[config.mk]
export PLATFORM = sky130hd
export DESIGN_NAME = ram_port_arbiter
export DESIGN_NICKNAME = d
export VERILOG_FILES = /design/src/rtl/ram_port_arbiter.sv
export SDC_FILE = /design/constraint.sdc
export NUM_CORES = 1
export LEC_CHECK = 0
export CAP_MARGIN = 20
export CORE_MARGIN = 2
export CORE_UTILIZATION = 35
export DETAILED_ROUTE_END_ITERATION = 12
export HOLD_SLACK_MARGIN = 0.06
export PLACE_DENSITY = 0.71
export SLEW_MARGIN = 25
export SYNTH_ARGS = -nofsm -noshare
export SYNTH_HDL_FRONTEND = slang
export SYNTH_SLANG_ARGS = --single-unit
[constraint.sdc]
create_clock -name clk -period 1.5 [get_ports clk]
set_input_delay 0.15 -clock clk [delete_from_list [all_inputs] [get_ports clk]]
set_output_delay 0.15 -clock clk [all_outputs]
set_load 0.02 [all_outputs]
[src/rtl/ram_port_arbiter.sv]
// Arbitrated front end sharing one single-port byte RAM controller among NUM_REQ requesters.
// Define RAM_ARB_RR_EN for round-robin arbitration; otherwise fixed priority (lowest index wins).
module ram_port_arbiter #(
    parameter int NUM_REQ = 2,
    parameter int ADDR_W  = 8
) (
    input  logic                      clk,
    input  logic                      rst_n,
    input  logic [NUM_REQ-1:0]        req_valid,
    input  logic [NUM_REQ-1:0]        req_we,
    input  logic [NUM_REQ*ADDR_W-1:0] req_addr,
    input  logic [NUM_REQ*8-1:0]      req_wdata,
    output logic [NUM_REQ-1:0]        req_ready,
    output logic [NUM_REQ-1:0]        rsp_valid,
    output logic [7:0]                rsp_rdata,
    output logic                      busy,
    output logic                      mem_read_en,
    output logic                      mem_write_en,
    output logic [ADDR_W-1:0]         mem_address,
    output logic [7:0]                mem_data_in,
    input  logic [7:0]                mem_data_out
);

    localparam int PW = (NUM_REQ > 1) ? $clog2(NUM_REQ) : 1;

    typedef enum logic [1:0] {
        S_IDLE  = 2'd0,
        S_ISSUE = 2'd1,
        S_EXEC  = 2'd2,
        S_CAPT  = 2'd3
    } state_t;

    state_t              r_state;
    state_t              w_next;

    logic [PW-1:0]       r_cmd_port;
    logic                r_cmd_we;
    logic [ADDR_W-1:0]   r_cmd_addr;
    logic [7:0]          r_cmd_wdata;

    logic [NUM_REQ-1:0]  w_grant;
    logic [PW-1:0]       w_grant_idx;
    logic                w_accept;
    logic                w_sel_we;
    logic [ADDR_W-1:0]   w_sel_addr;
    logic [7:0]          w_sel_wdata;
    logic [NUM_REQ-1:0]  w_port_oh;

`ifdef RAM_ARB_RR_EN
    logic [PW-1:0]       r_prio;

    // Search starts at the port after the last winner; the outer loop selects the start offset.
    always_comb begin
        w_grant     = '0;
        w_grant_idx = '0;
        for (int unsigned p = 0; p < NUM_REQ; p++) begin
            if (r_prio == PW'(p)) begin
                for (int unsigned i = 0; i < NUM_REQ; i++) begin
                    if ((w_grant == '0) && req_valid[(p + i) % NUM_REQ]) begin
                        w_grant[(p + i) % NUM_REQ] = 1'b1;
                        w_grant_idx                = PW'((p + i) % NUM_REQ);
                    end
                end
            end
        end
    end

    always_ff @(posedge clk or negedge rst_n) begin
        if (!rst_n) begin
            r_prio <= '0;
        end else if (w_accept) begin
            r_prio <= (w_grant_idx == PW'(NUM_REQ - 1)) ? '0 : w_grant_idx + 1'b1;
        end
    end
`else
    always_comb begin
        w_grant     = '0;
        w_grant_idx = '0;
        for (int unsigned i = 0; i < NUM_REQ; i++) begin
            if ((w_grant == '0) && req_valid[i]) begin
                w_grant[i]  = 1'b1;
                w_grant_idx = PW'(i);
            end
        end
    end
`endif

    always_comb begin
        w_sel_we    = 1'b0;
        w_sel_addr  = '0;
        w_sel_wdata = '0;
        for (int unsigned i = 0; i < NUM_REQ; i++) begin
            if (w_grant[i]) begin
                w_sel_we    = req_we[i];
                w_sel_addr  = req_addr[i*ADDR_W +: ADDR_W];
                w_sel_wdata = req_wdata[i*8 +: 8];
            end
        end
    end

    always_comb begin
        w_port_oh = '0;
        for (int unsigned i = 0; i < NUM_REQ; i++) begin
            w_port_oh[i] = (r_cmd_port == PW'(i));
        end
    end

    assign w_accept = (r_state == S_IDLE) && (w_grant != '0);

    always_ff @(posedge clk or negedge rst_n) begin
        if (!rst_n) begin
            r_state <= S_IDLE;
        end else begin
            r_state <= w_next;
        end
    end

    always_comb begin
        w_next       = r_state;
        req_ready    = '0;
        busy         = 1'b1;
        mem_read_en  = 1'b0;
        mem_write_en = 1'b0;
        mem_address  = r_cmd_addr;
        mem_data_in  = r_cmd_wdata;
        case (r_state)
            S_IDLE: begin
                busy = 1'b0;
                // Held at zero while reset is applied even though the state already reads IDLE.
                req_ready = rst_n ? w_grant : '0;
                if (w_accept) begin
                    w_next = S_ISSUE;
                end
            end
            S_ISSUE: begin
                mem_write_en = r_cmd_we;
                mem_read_en  = ~r_cmd_we;
                w_next       = S_EXEC;
            end
            S_EXEC: begin
                w_next = S_CAPT;
            end
            S_CAPT: begin
                w_next = S_IDLE;
            end
            default: begin
                w_next = S_IDLE;
            end
        endcase
    end

    always_ff @(posedge clk or negedge rst_n) begin
        if (!rst_n) begin
            r_cmd_port  <= '0;
            r_cmd_we    <= 1'b0;
            r_cmd_addr  <= '0;
            r_cmd_wdata <= '0;
        end else if (w_accept) begin
            r_cmd_port  <= w_grant_idx;
            r_cmd_we    <= w_sel_we;
            r_cmd_addr  <= w_sel_addr;
            r_cmd_wdata <= w_sel_wdata;
        end
    end

    always_ff @(posedge clk or negedge rst_n) begin
        if (!rst_n) begin
            rsp_valid <= '0;
            rsp_rdata <= '0;
        end else begin
            rsp_valid <= '0;
            if (r_state == S_CAPT) begin
                rsp_valid <= w_port_oh;
                if (!r_cmd_we) begin
                    rsp_rdata <= mem_data_out;
                end
            end
        end
    end

endmodule

=== Word-level counts from Yosys, hierarchy flattened ===
Cells that the tools add are included.

* Register bits after elaboration: 30
* Output and inout bits: 31
* Input port bits: 46

* Reductions and logical operators: 5
* Equal/unequal tests: 4
* Muxes and demuxes: 16
* Bitwise operators: 3

{| class="wikitable"
|+ Operator list
! kind !! number
|-
| 8-bit 2-to-1 mux || 4
|-
| 2-bit 2-to-1 mux || 4
|-
| 2-bit case mux with 4 select lines || 1
|-
| 1-bit 2-to-1 mux || 7
|-
| 2-bit == test, second input constant || 2
|-
| 1-bit inverter || 3
|-
| 2-bit by 1-bit == test with 1-bit output, second input constant || 1
|-
| 1-bit logical AND || 2
|-
| 2-bit logical NOT || 1
|-
| 2-bit inequality test, second input constant || 1
|-
| 2-bit AND reduction || 1
|-
| 2-bit nonzero test || 1
|}

=== Depth between registers and ports, before layout ===
* Depth after elaboration: 8
* Mapped depth: 6
* Depth with buffers taken out: 4

=== Least setup slack after synthesis ===
No wires, ideal clock.

* Path kind: flip-flop to flip-flop
* Start: reg r_state[0]
* End: reg r_state[1]
* Clock period less this slack: 1487 ps
* Required time: 1375 ps
* Arrival: 1362 ps
* Stages on the path, launching flop included: 5
* Path slack: 13 ps
* Setup time: 125 ps
* Cell sequence: dfrtp_1 inv_1 ha_1 nor3b_1 mux2_2

* Cells in the longest elaborated chain, start to end: 3

{| class="wikitable"
|+ Ends and longest elaborated chain
! element !! line !! RTL
|-
| start, declared || 33 || <nowiki>state_t r_state;</nowiki>
|-
| start signal, assigned || 114 || <nowiki>r_state <= w_next;</nowiki>
|-
| branches (longest 3 deep; another with 2-bit case mux with 4 select lines) || -- ||
|}

Parallel ways; which one is timed is not known.
A chain may end at the register's enable or synchronous reset.

=== Worst setup path in the final report ===
* Start: reg r_state[0]
* End: reg rsp_rdata[0]

* Cells in the longest elaborated chain, start to end: 2

{| class="wikitable"
|+ Ends and longest elaborated chain
! element !! line !! RTL
|-
| 2-bit == test || 172 || <nowiki>if (r_state == S_CAPT) begin</nowiki>
|-
| 2-bit AND reduction (no source line) || -- ||
|-
| end signal, assigned || 175 || <nowiki>rsp_rdata <= mem_data_out;</nowiki>
|-
| end, declared || 15 || <nowiki>output logic [7:0] rsp_rdata,</nowiki>
|}

Every way passes these cells.

==> metrics.txt <==
Core Rows=23; initial antenna violation count=0; cell with the most instances after synthesis=inv_1; CTS max path bufs=2; clock sink total=30; Final Skew=between 0.003 and 0.004 ns; Antenna Nets Post-Route=0; vias in the first global route=about 1300; layout cell share with drive strength beyond 1=0.206; Max FO, Critical Path=8; die area=4750 µm²; final hold viol count=0; Mapped Area=about 1500 µm²; num ports=slightly below 80; average cell area after synthesis=10.7 µm²; WL per Instance=between 15 and 20 µm; GRT Total Usage=0.179; combinational share of power=0.555; Req. time, crit path=1.66 ns; Net Switching=around 1.7 mW; initial DRC count=about 160; DRT Pass-1 Iters=6; Yosys warnings=0; post-synth top area share=0.509; Slew Viols, Final=0; leakage power=1.20 nW; Least-Margin Pin Slew=0.409 ns; CP Capture Type=flop; worst-skew pair later-pin latency=between 0.2 and 0.3 ns; Clock power frac=0.140; pwr dens=about 1900 nW/µm²; CTS tree=yes; first-pass GRT wire length=between 6000 and 7000 µm; VDD IR max=around 0.76 mV; critical path startpoint category=flop; RSZ-0062 raised after global routing=true; Post-synth top cells=inv_1 (37), dfrtp_1 (30), nor2b_1 (21); largest net degree at the start of global routing=28; Post-Syn Instances=138; worst endpoint data arrival time=1.61 ns; area growth from synthesis to layout=70.8%; Synth cell types=17; Setup Buffers After CTS=0; ys async rst share=1.00; IO Port Bufs=between 70 and 80; sequential area share after synthesis=0.509; Sw Ratio=0.370; slowest CP cell=mux2_2; Slew Limit Headroom=0.727; Fmax achieved=691 MHz; GRT Residual Overflow=0; flop-to-flop setup slack=approximately 0.052 ns; via count=1336; Clock transition at path regs=about 0.06 ns; Reg power frac=0.305; initial core utilization=0.366; count of final setup violators=0; dominant register cell in the synthesized netlist=dfrtp_1; cell taking the most area after synthesis=dfrtp_1; Final min period=around 1.4 ns; Overall Power=~4.7 mW; Yosys reg bits=30; DRC violations left=0; Worst Hold Class=in2async; Mapped Nets=189; final worst path period share=0.965; CTS root buffer=clkbuf_8; Core Area=~4000 µm²; hold slack=about 0.23 ns; total CTS buffers=5; Antenna Diode Count=0; crit path kind=reg2reg; routability congestion estimate=about 0.65; status=finished, final reports clean; largest cells by area after synthesis=dfrtp_1 (51%), a222oi_1 (12%), inv_1 (9.4%), nor2b_1 (8.9%), mux2_2 (6.9%); DIE WIDTH=68.9 µm; # hold bufs at CTS=0; Post-synth EDFFs=0; Die Ht=approximately 69 µm; Max stage delay on crit path=approximately 0.38 ns; Nets=between 200 and 300; DR vias/cell=a little under 5; internal cell power=2.97 mW; H-tree levels=2; DP Wirelength=just over 3000 µm; critical-path cell list=buf_4, ha_2, nor2b_4, mux2_2; max_cap viols=0; final WL=between 4000 and 5000 µm
[per-stage QoR]
step	std cells	setup WS [ns]	TNS [ns]	utilization	instance area (µm²)
6_report	278	0.0523	0	0.625	2520
5_1_grt	278	-0.0287	-0.178	0.625	2520
4_1_cts	278	0.0152	0	0.608	2450
3_5_place_dp	270	-0.219	-3.88	0.585	2360
3_3_place_gp	270	-0.433	-9.04	0.584	2350
2_1_floorplan	138	0.0132	0	-	1480
[worst paths after layout]
check,cells past startpoint,end,start
max,4,rsp_rdata[0]$_DFFE_PN0P_,r_state[0]$_DFFE_PN0P_
min,2,mem_data_in[4]$_DFFE_PN0P_,rst_n
max reg2reg,4,rsp_rdata[0]$_DFFE_PN0P_,r_state[0]$_DFFE_PN0P_
min reg2reg,1,rsp_valid[0]$_DFF_PN0_,r_cmd_port$_DFFE_PN0P_
max in group asynchronous,2,rsp_rdata[1]$_DFFE_PN0P_,rst_n
min in group clk,3,mem_address[0]$_DFFE_PN0P_,req_addr[0]
[sequential cells by signal, summed over array words and instances, names as in the netlist]
signal and flops:
mem_data_in 8, r_cmd_we 1, r_cmd_port 1, rsp_rdata 8
mem_address 8, r_state 2, rsp_valid 2
[cell type report]
cell class              instances  area, µm²
clock inverters                 1       5.00
fillers                       324       1510
clock buffers                   7       86.3
flip-flops and latches         30        751
inverters                      37        139
well taps                      50       62.6
multi-input cells              63        616
repair buffers                 90        861
[critical path: cells and delay by family, from the launching register on]
family	cells	cell delay [ns]
muxes	1	0.38
DFF	1	0.36
and+or+nand+nor	1	0.28
adders and majority gates	1	0.18
buffers and inverters	1	0.14
[layout by cell type (no fill, tap or decap), drive strengths merged]
cell and n:
nor3b 1, and3 1, and2 3, inv 37, o21ai 1, mux2 9
buf 19, clkdlybuf4s50 71, and4b 1, clkinv 1, ha 5, a222oi 17
nor2b 21, mux2i 1, dfrtp 30, a21oi 1, nor2 2, clkbuf 7
[power by group through the flow]
stage | registers [mW] | logic [mW] | clock network (mW)
final | 1.44 | 2.61 | 0.657
after global routing | 1.49 | 2.82 | 0.727
after global placement | 1.41 | 2.39 | 0
after floorplan | 1.83 | 0.850 | 0
after detailed placement | 1.44 | 2.47 | 0
after CTS | 1.43 | 2.48 | 0.677
[layer usage]
layer | track usage | share of wire
met5 | 0 | 0
met4 | 0.0662 | 0.014
met2 | 0.297 | 0.47
met3 | 0.0601 | 0.091
met1 | 0.216 | 0.43
[logic make-up after synthesis]
group / Yosys count / share of synthesized area
buffers and inverters: 45 / 0.128
DFF: 30 / 0.509
and+or+nand+nor: 29 / 0.123
AOI/OAI and AO/OA: 19 / 0.122
muxes: 10 / 0.0755
adders and majority gates: 5 / 0.0424
[repair_timing]
action	in CTS	in global routing
cloned	0	1
resized for setup	29	17
pin swaps	2	3
setup endpoints to repair	31	29
Note: power is estimated with default switching activity, not from simulation.
